`config.mk`:
```
export PLATFORM = sky130hd
export DESIGN_NAME = cpu_sched
export DESIGN_NICKNAME = d
export VERILOG_FILES = /design/src/rtl/cpu_sched.sv
export SDC_FILE = /design/constraint.sdc
export NUM_CORES = 1
export LEC_CHECK = 0
export ABC_CLOCK_PERIOD_IN_PS = 3700
export BUFFER_PORTS_ARGS = -buffer_cell sky130_fd_sc_hd__buf_2
export CORE_MARGIN = 4
export CORE_UTILIZATION = 37
export DETAILED_ROUTE_END_ITERATION = 6
export GPL_TIMING_DRIVEN = 0
export PLACE_DENSITY_LB_ADDON = 0.08
export SLEW_MARGIN = 20
export SYNTH_ARGS = -nofsm -noshare
export SYNTH_HDL_FRONTEND = slang
export SYNTH_SLANG_ARGS = --single-unit
```
`constraint.sdc`:
```
create_clock -name clock -period 3.7 [get_ports clock]
set_clock_uncertainty 0.15 [all_clocks]
set_input_delay 0.74 -clock clock [delete_from_list [all_inputs] [get_ports clock]]
set_output_delay 0.74 -clock clock [all_outputs]
set_load 0.02 [all_outputs]
```
`src/rtl/cpu_sched.sv`:
```
// rtl/cpu_sched.sv - Z80 clock-enable divider, 48K frame timebase, frame interrupt and ULA contention.
// Contention stalling is compiled in only when CPU_SCHED_CONTENTION_EN is defined.
module cpu_sched #(
  parameter int CLKDIV  = 8,
  parameter int HLINE   = 224,
  parameter int VLINES  = 312,
  parameter int INTLEN  = 32,
  parameter int VWIN_LO = 64,
  parameter int VWIN_HI = 256,
  parameter int HWIN    = 128
) (
  input  logic        clock,
  input  logic        reset,
  input  logic [15:0] a,
  input  logic        mreq,
  input  logic        iorq,
  output logic        cep,
  output logic        cen,
  output logic        mi,
  output logic [7:0]  hcount,
  output logic [8:0]  vcount,
  output logic        stall
);

  localparam int PW = (CLKDIV > 2) ? $clog2(CLKDIV) : 1;
  localparam logic [PW-1:0] P_LAST = PW'(CLKDIV - 1);
  localparam logic [PW-1:0] P_HALF = PW'(CLKDIV / 2);
  localparam logic [7:0]    H_LAST = 8'(HLINE - 1);
  localparam logic [8:0]    V_LAST = 9'(VLINES - 1);
  localparam logic [7:0]    H_INT  = 8'(INTLEN);
  localparam logic [8:0]    V_LO   = 9'(VWIN_LO);
  localparam logic [8:0]    V_HI   = 9'(VWIN_HI);
  localparam logic [7:0]    H_WIN  = 8'(HWIN);

  logic [PW-1:0] p_q, p_d;
  logic [7:0]    hcount_q, hcount_d;
  logic [8:0]    vcount_q, vcount_d;
  logic          cep_q, cep_d;
  logic          cen_q, cen_d;
  logic          mi_q, mi_d;
  logic          slot_start, slot_end;
  logic          creq, win;
  logic          stall_next, stall_o;
  logic          unused_addr;

  assign slot_start  = (p_q == '0);
  assign slot_end    = (p_q == P_LAST);
  assign unused_addr = ^a[13:1];

  assign creq = ((a[15:14] == 2'b01) && !mreq) || (!iorq && !a[0]);
  assign win  = (vcount_q >= V_LO) && (vcount_q < V_HI) &&
                (hcount_q < H_WIN) && (hcount_q[2:0] < 3'd6);

  always_comb begin
    p_d      = slot_end ? '0 : p_q + 1'b1;
    hcount_d = hcount_q;
    vcount_d = vcount_q;
    if (slot_end) begin
      if (hcount_q == H_LAST) begin
        hcount_d = '0;
        vcount_d = (vcount_q == V_LAST) ? '0 : vcount_q + 9'd1;
      end else begin
        hcount_d = hcount_q + 8'd1;
      end
    end
    // mi follows the next timebase value so it falls on the clock h/v become 0
    mi_d  = !((vcount_d == 9'd0) && (hcount_d < H_INT));
    cep_d = slot_start && !stall_next;
    cen_d = (p_q == P_HALF) && !stall_o;
  end

  always_ff @(posedge clock or negedge reset) begin
    if (!reset) begin
      p_q      <= '0;
      hcount_q <= '0;
      vcount_q <= '0;
      cep_q    <= 1'b0;
      cen_q    <= 1'b0;
      mi_q     <= 1'b1;
    end else begin
      p_q      <= p_d;
      hcount_q <= hcount_d;
      vcount_q <= vcount_d;
      cep_q    <= cep_d;
      cen_q    <= cen_d;
      mi_q     <= mi_d;
    end
  end

`ifdef CPU_SCHED_CONTENTION_EN
  logic stall_q, stall_d;
  logic grant_q, grant_d;

  always_comb begin
    stall_next = win && creq && !grant_q;
    stall_d    = stall_q;
    grant_d    = grant_q;
    // grant marks an access that already took its one contention delay
    if (slot_start) begin
      stall_d = stall_next;
      if (mreq && iorq) begin
        grant_d = 1'b0;
      end else if (creq && !stall_next) begin
        grant_d = 1'b1;
      end
    end
  end

  always_ff @(posedge clock or negedge reset) begin
    if (!reset) begin
      stall_q <= 1'b0;
      grant_q <= 1'b0;
    end else begin
      stall_q <= stall_d;
      grant_q <= grant_d;
    end
  end

  assign stall_o = stall_q;
`else
  logic unused_cont;
  assign stall_next  = 1'b0;
  assign stall_o     = 1'b0;
  assign unused_cont = creq ^ win;
`endif

  assign cep    = cep_q;
  assign cen    = cen_q;
  assign mi     = mi_q;
  assign hcount = hcount_q;
  assign vcount = vcount_q;
  assign stall  = stall_o;

endmodule

```
==> results.yml <==
status:
  run_status: "finished, final reports clean"
floorplanning:
  floorplan.initialDensity: 0.397
  die_height_um: 65.9
  rows: 20
  die_area_um2: 4350
  floorplan.core_area_um2: 3130
  design.portCount: 41
  die_outline_width_um: 65.9
clocking:
  clock_path_buffers: 2
  cts_resized: 0
  post_cts_hold_buffer_count: 0
  clk_pin_slew_worst_paths_ns: 0.13
  clock_tree_from_tritoncts: "yes"
  cts-root-buf: "sky130_fd_sc_hd__clkbuf_4"
  insertion_delay_ns: 0.30
  postCtsSetupBuffers: 0
  clock-sinks: 23
  clock_tree.htree_level_count: 1
  cts_buffers: 3
timing:
  setup_total_negative_slack_ns: 0
  timing.final.crit_period_ns: 2.73
  maxClockFrequency_ghz: 0.367
  setup-violations-final: 0
  post-route-period-util: 0.737
  tightestPinTransition_ns: 0.695
  slew-limit-headroom: 0.532
  drv_slew: 0
  rsz0062_at_grt: "no"
  hold_viol_final: 0
detailed_routing:
  detailed_route_vias_per_instance: 4.94
  dr.max_layer_used: "met4"
  drt-wirelength-per-cell_um: 12.4
  routedLengthMet1_um: 1120
  drt_drc_violations_left: 0
  drt_pre_antenna_iters: 4
  number_of_drc_markers_in_iteration_0: 28
  route.vias.total: 938
  antenna_left: 0
  met3_length_um: 108
  routed_wirelength_um: 2350
  dr_wl_met2_um: 1110
power_and_ir_drop:
  clockPowerShare: 0.305
  leakage_component_of_the_power_nw: 0.715
  worst_ir_drop_on_vdd_mv: 0.186
  intPower_w: 0.000293
  power.switching_w: 0.0000788
  seqPwrFrac: 0.677
  combPwrFrac: 0.018
  cellPowerDensity_nw_per_um2: 260
  p_sw_frac: 0.212
critical_path:
  largest_delay_contributor_family_on_the_critical_path: "simple AND/OR/NAND/NOR gates"
  worstSetupPathType: "reg -> reg"
  crit_required_ns: 3.79
  worst_r2r_path_depth: 8
  cpPeakStageDelay_ns: 0.66
  timing.reg2reg.setup_slack_ns: 0.97
  worst-endpoint-arrival_ns: 2.81
  cp.depth: 8
  endpoint_kind: "register"
  critPathBufInv: 1
  critical_path.reg2reg.endpoint: "mi"
  cells_along_the_critical_path: "ha_1 -> ha_1 -> buf_4 -> nand4_4 -> nor4_1 -> mux2i_1 -> a41oi_2 -> a2111o_1"
  crit_path_start_kind: "register"
  critical_path_peak_fanout: 8
  cpMaxStageDelayCell: "sky130_fd_sc_hd__nor4_1"
  crit_path_frequent_cell: "sky130_fd_sc_hd__ha_1"
  critical_path.reg2reg.startpoint: "p_q[0]"
layout:
  layout-drive-gt1-share: 0.247
  nets_finish: 172
  layout.core_utilization: 0.457
  antenna_diode_instance_count: 0
  area_delta_synth_final_pct: 15.1
placed_design:
  final_estimated_routing_congestion_in_global_placement: 0.723
  detailedPlacementHpwl_um: 1810
  io_buffers: 21
synthesis:
  synthXorXnorAreaFrac: 0.0775
  synthesis.yosys.warnings: 0
  synth_top_family_by_area: "simple AND/OR/NAND/NOR gates"
  netlist_instances: 121
  synth-seq-cells: 23
  postSynthNetCount: 146
  synth_fa_ha_area_frac: 0.0504
  yosysSeqAreaShare: 0.464
  synth.area.mux_share: 0.0242
  synth_compound_area_frac: 0.0926
  netlist-cell-type-count: 37
  post_synth_and_or_nand_nor_area_fraction: 0.251
  synthesis.area_um2: 1240
  synth_area_per_cell_um2: 10.3
global_route:
  pin_count_of_the_biggest_net_entering_global_routing: 24
  grt_pass1_wl_um: 4180
  first_global_vias: 940
  grt_antenna_before_repair: 0
  grt_util_all_layers: 0.123
  globalRouteOverflowTotal: 0
job:
  max-cap-violations: 0
min_path:
  min_path_type: "in -> async"
-- power by group through the flow --
stage	Sequential, W	Combinational (W)	Clock (W)
CTS	0.000251	0.00000725	0.000122
global placement	0.000256	0.00000720	0
global route	0.000252	0.00000801	0.000133
finish	0.000251	0.00000679	0.000113
detailed placement	0.000256	0.00000724	0
floorplan	0.000256	0.00000169	0
-- cell usage after synthesis --
cell type	instances	area (µm²)
sky130_fd_sc_hd__nand4b_1	1	8.76
sky130_fd_sc_hd__a2111o_1	1	11.3
sky130_fd_sc_hd__nor2b_1	2	12.5
sky130_fd_sc_hd__o21bai_1	1	7.51
sky130_fd_sc_hd__mux2i_1	3	30.0
sky130_fd_sc_hd__or4_4	1	11.3
sky130_fd_sc_hd__a41oi_2	1	16.3
sky130_fd_sc_hd__o31ai_4	1	21.3
sky130_fd_sc_hd__xor2_1	2	17.5
sky130_fd_sc_hd__nor2_1	14	52.6
sky130_fd_sc_hd__and4_1	1	8.76
sky130_fd_sc_hd__o21ai_0	5	25.0
sky130_fd_sc_hd__nand3b_1	2	15.0
sky130_fd_sc_hd__nor4b_1	2	17.5
sky130_fd_sc_hd__or2_2	1	6.26
sky130_fd_sc_hd__ha_1	5	62.6
sky130_fd_sc_hd__nand4_4	1	21.3
sky130_fd_sc_hd__a22o_1	1	8.76
sky130_fd_sc_hd__a21oi_1	2	10.0
sky130_fd_sc_hd__nand4b_4	1	23.8
sky130_fd_sc_hd__dfrtp_1	22	551
sky130_fd_sc_hd__xnor2_1	9	78.8
sky130_fd_sc_hd__nor3_1	3	15.0
sky130_fd_sc_hd__and2_1	1	6.26
sky130_fd_sc_hd__buf_4	2	15.0
sky130_fd_sc_hd__inv_1	4	15.0
sky130_fd_sc_hd__dfstp_2	1	26.3
sky130_fd_sc_hd__nand2_1	17	63.8
sky130_fd_sc_hd__buf_6	1	11.3
sky130_fd_sc_hd__nand3_1	6	30.0
sky130_fd_sc_hd__buf_2	1	5.00
sky130_fd_sc_hd__nor4_1	1	6.26
sky130_fd_sc_hd__nand4_1	1	6.26
sky130_fd_sc_hd__o41ai_1	1	8.76
sky130_fd_sc_hd__or2_1	1	6.26
sky130_fd_sc_hd__a31oi_1	1	6.26
sky130_fd_sc_hd__conb_1	1	3.75
-- cell usage in the layout (no fill, tap or decap), types with 2 or more instances in the layout --
cell,n
sky130_fd_sc_hd__nor2_1,14
sky130_fd_sc_hd__a21oi_1,2
sky130_fd_sc_hd__nand3b_1,2
sky130_fd_sc_hd__xor2_1,2
sky130_fd_sc_hd__nor4b_1,2
sky130_fd_sc_hd__o21ai_0,5
sky130_fd_sc_hd__mux2i_1,3
sky130_fd_sc_hd__xnor2_1,9
sky130_fd_sc_hd__clkbuf_4,3
sky130_fd_sc_hd__nor2b_1,2
sky130_fd_sc_hd__dfrtp_1,22
sky130_fd_sc_hd__nand2_1,17
sky130_fd_sc_hd__inv_1,4
sky130_fd_sc_hd__ha_1,5
sky130_fd_sc_hd__buf_2,22
sky130_fd_sc_hd__nor3_1,3
sky130_fd_sc_hd__nand3_1,6
sky130_fd_sc_hd__buf_4,2
-- sequential cells by signal, summed over array words and instances, names as in the netlist --
register and cells:
vcount 9, hcount 8, p_q 3, cen 1, cep 1, mi 1
-- cell type report --
class	instances	area, µm²
Inverter	4	15.0
Multi-Input combinational cell	90	619
Tap cell	44	55.1
Fill cell	326	1700
Buffer	4	31.3
Clock buffer	3	22.5
Timing Repair Buffer	21	105
Sequential cell	23	577
Clock inverter	1	5.00
-- worst max path at each step --
stage               endpoint  slack, ns    from
floorplan                 mi       1.25  p_q[0]
detailed placement        mi       0.97  p_q[0]
global placement          mi       0.99  p_q[0]
finish                    mi       0.97  p_q[0]
CTS                       mi       0.94  p_q[0]
global route              mi       0.75  p_q[0]
-- layer usage --
metal,vias up,global-route usage
met3,2,0.0374
li1,470,-
met5,-,0
met1,447,0.156
met2,19,0.207
met4,0,0.0228
-- cell families (layout without fill, tap and decap cells) --
logic type | count (synthesis) | count (layout)
compound gates | 14 | 14
xor+xnor | 11 | 11
fa+ha+maj | 5 | 5
buf+inv | 8 | 33
flops | 23 | 23
mux | 3 | 3
other cells | 1 | 1
simple gates | 56 | 56
-- metrics by stage --
stage	hold slack [ns]	power [W]	cell area (µm²)	cells	worst slack, ns
after floorplan	0.273	0.000258	1240	121	1.25
after global placement	0.282	0.000263	1400	186	0.988
after detailed placement	0.300	0.000263	1400	186	0.970
after CTS	0.242	0.000381	1430	190	0.945
after global routing	0.251	0.000392	1430	190	0.754
final	0.229	0.000372	1430	190	0.974
(Power assumes the default switching activity.)
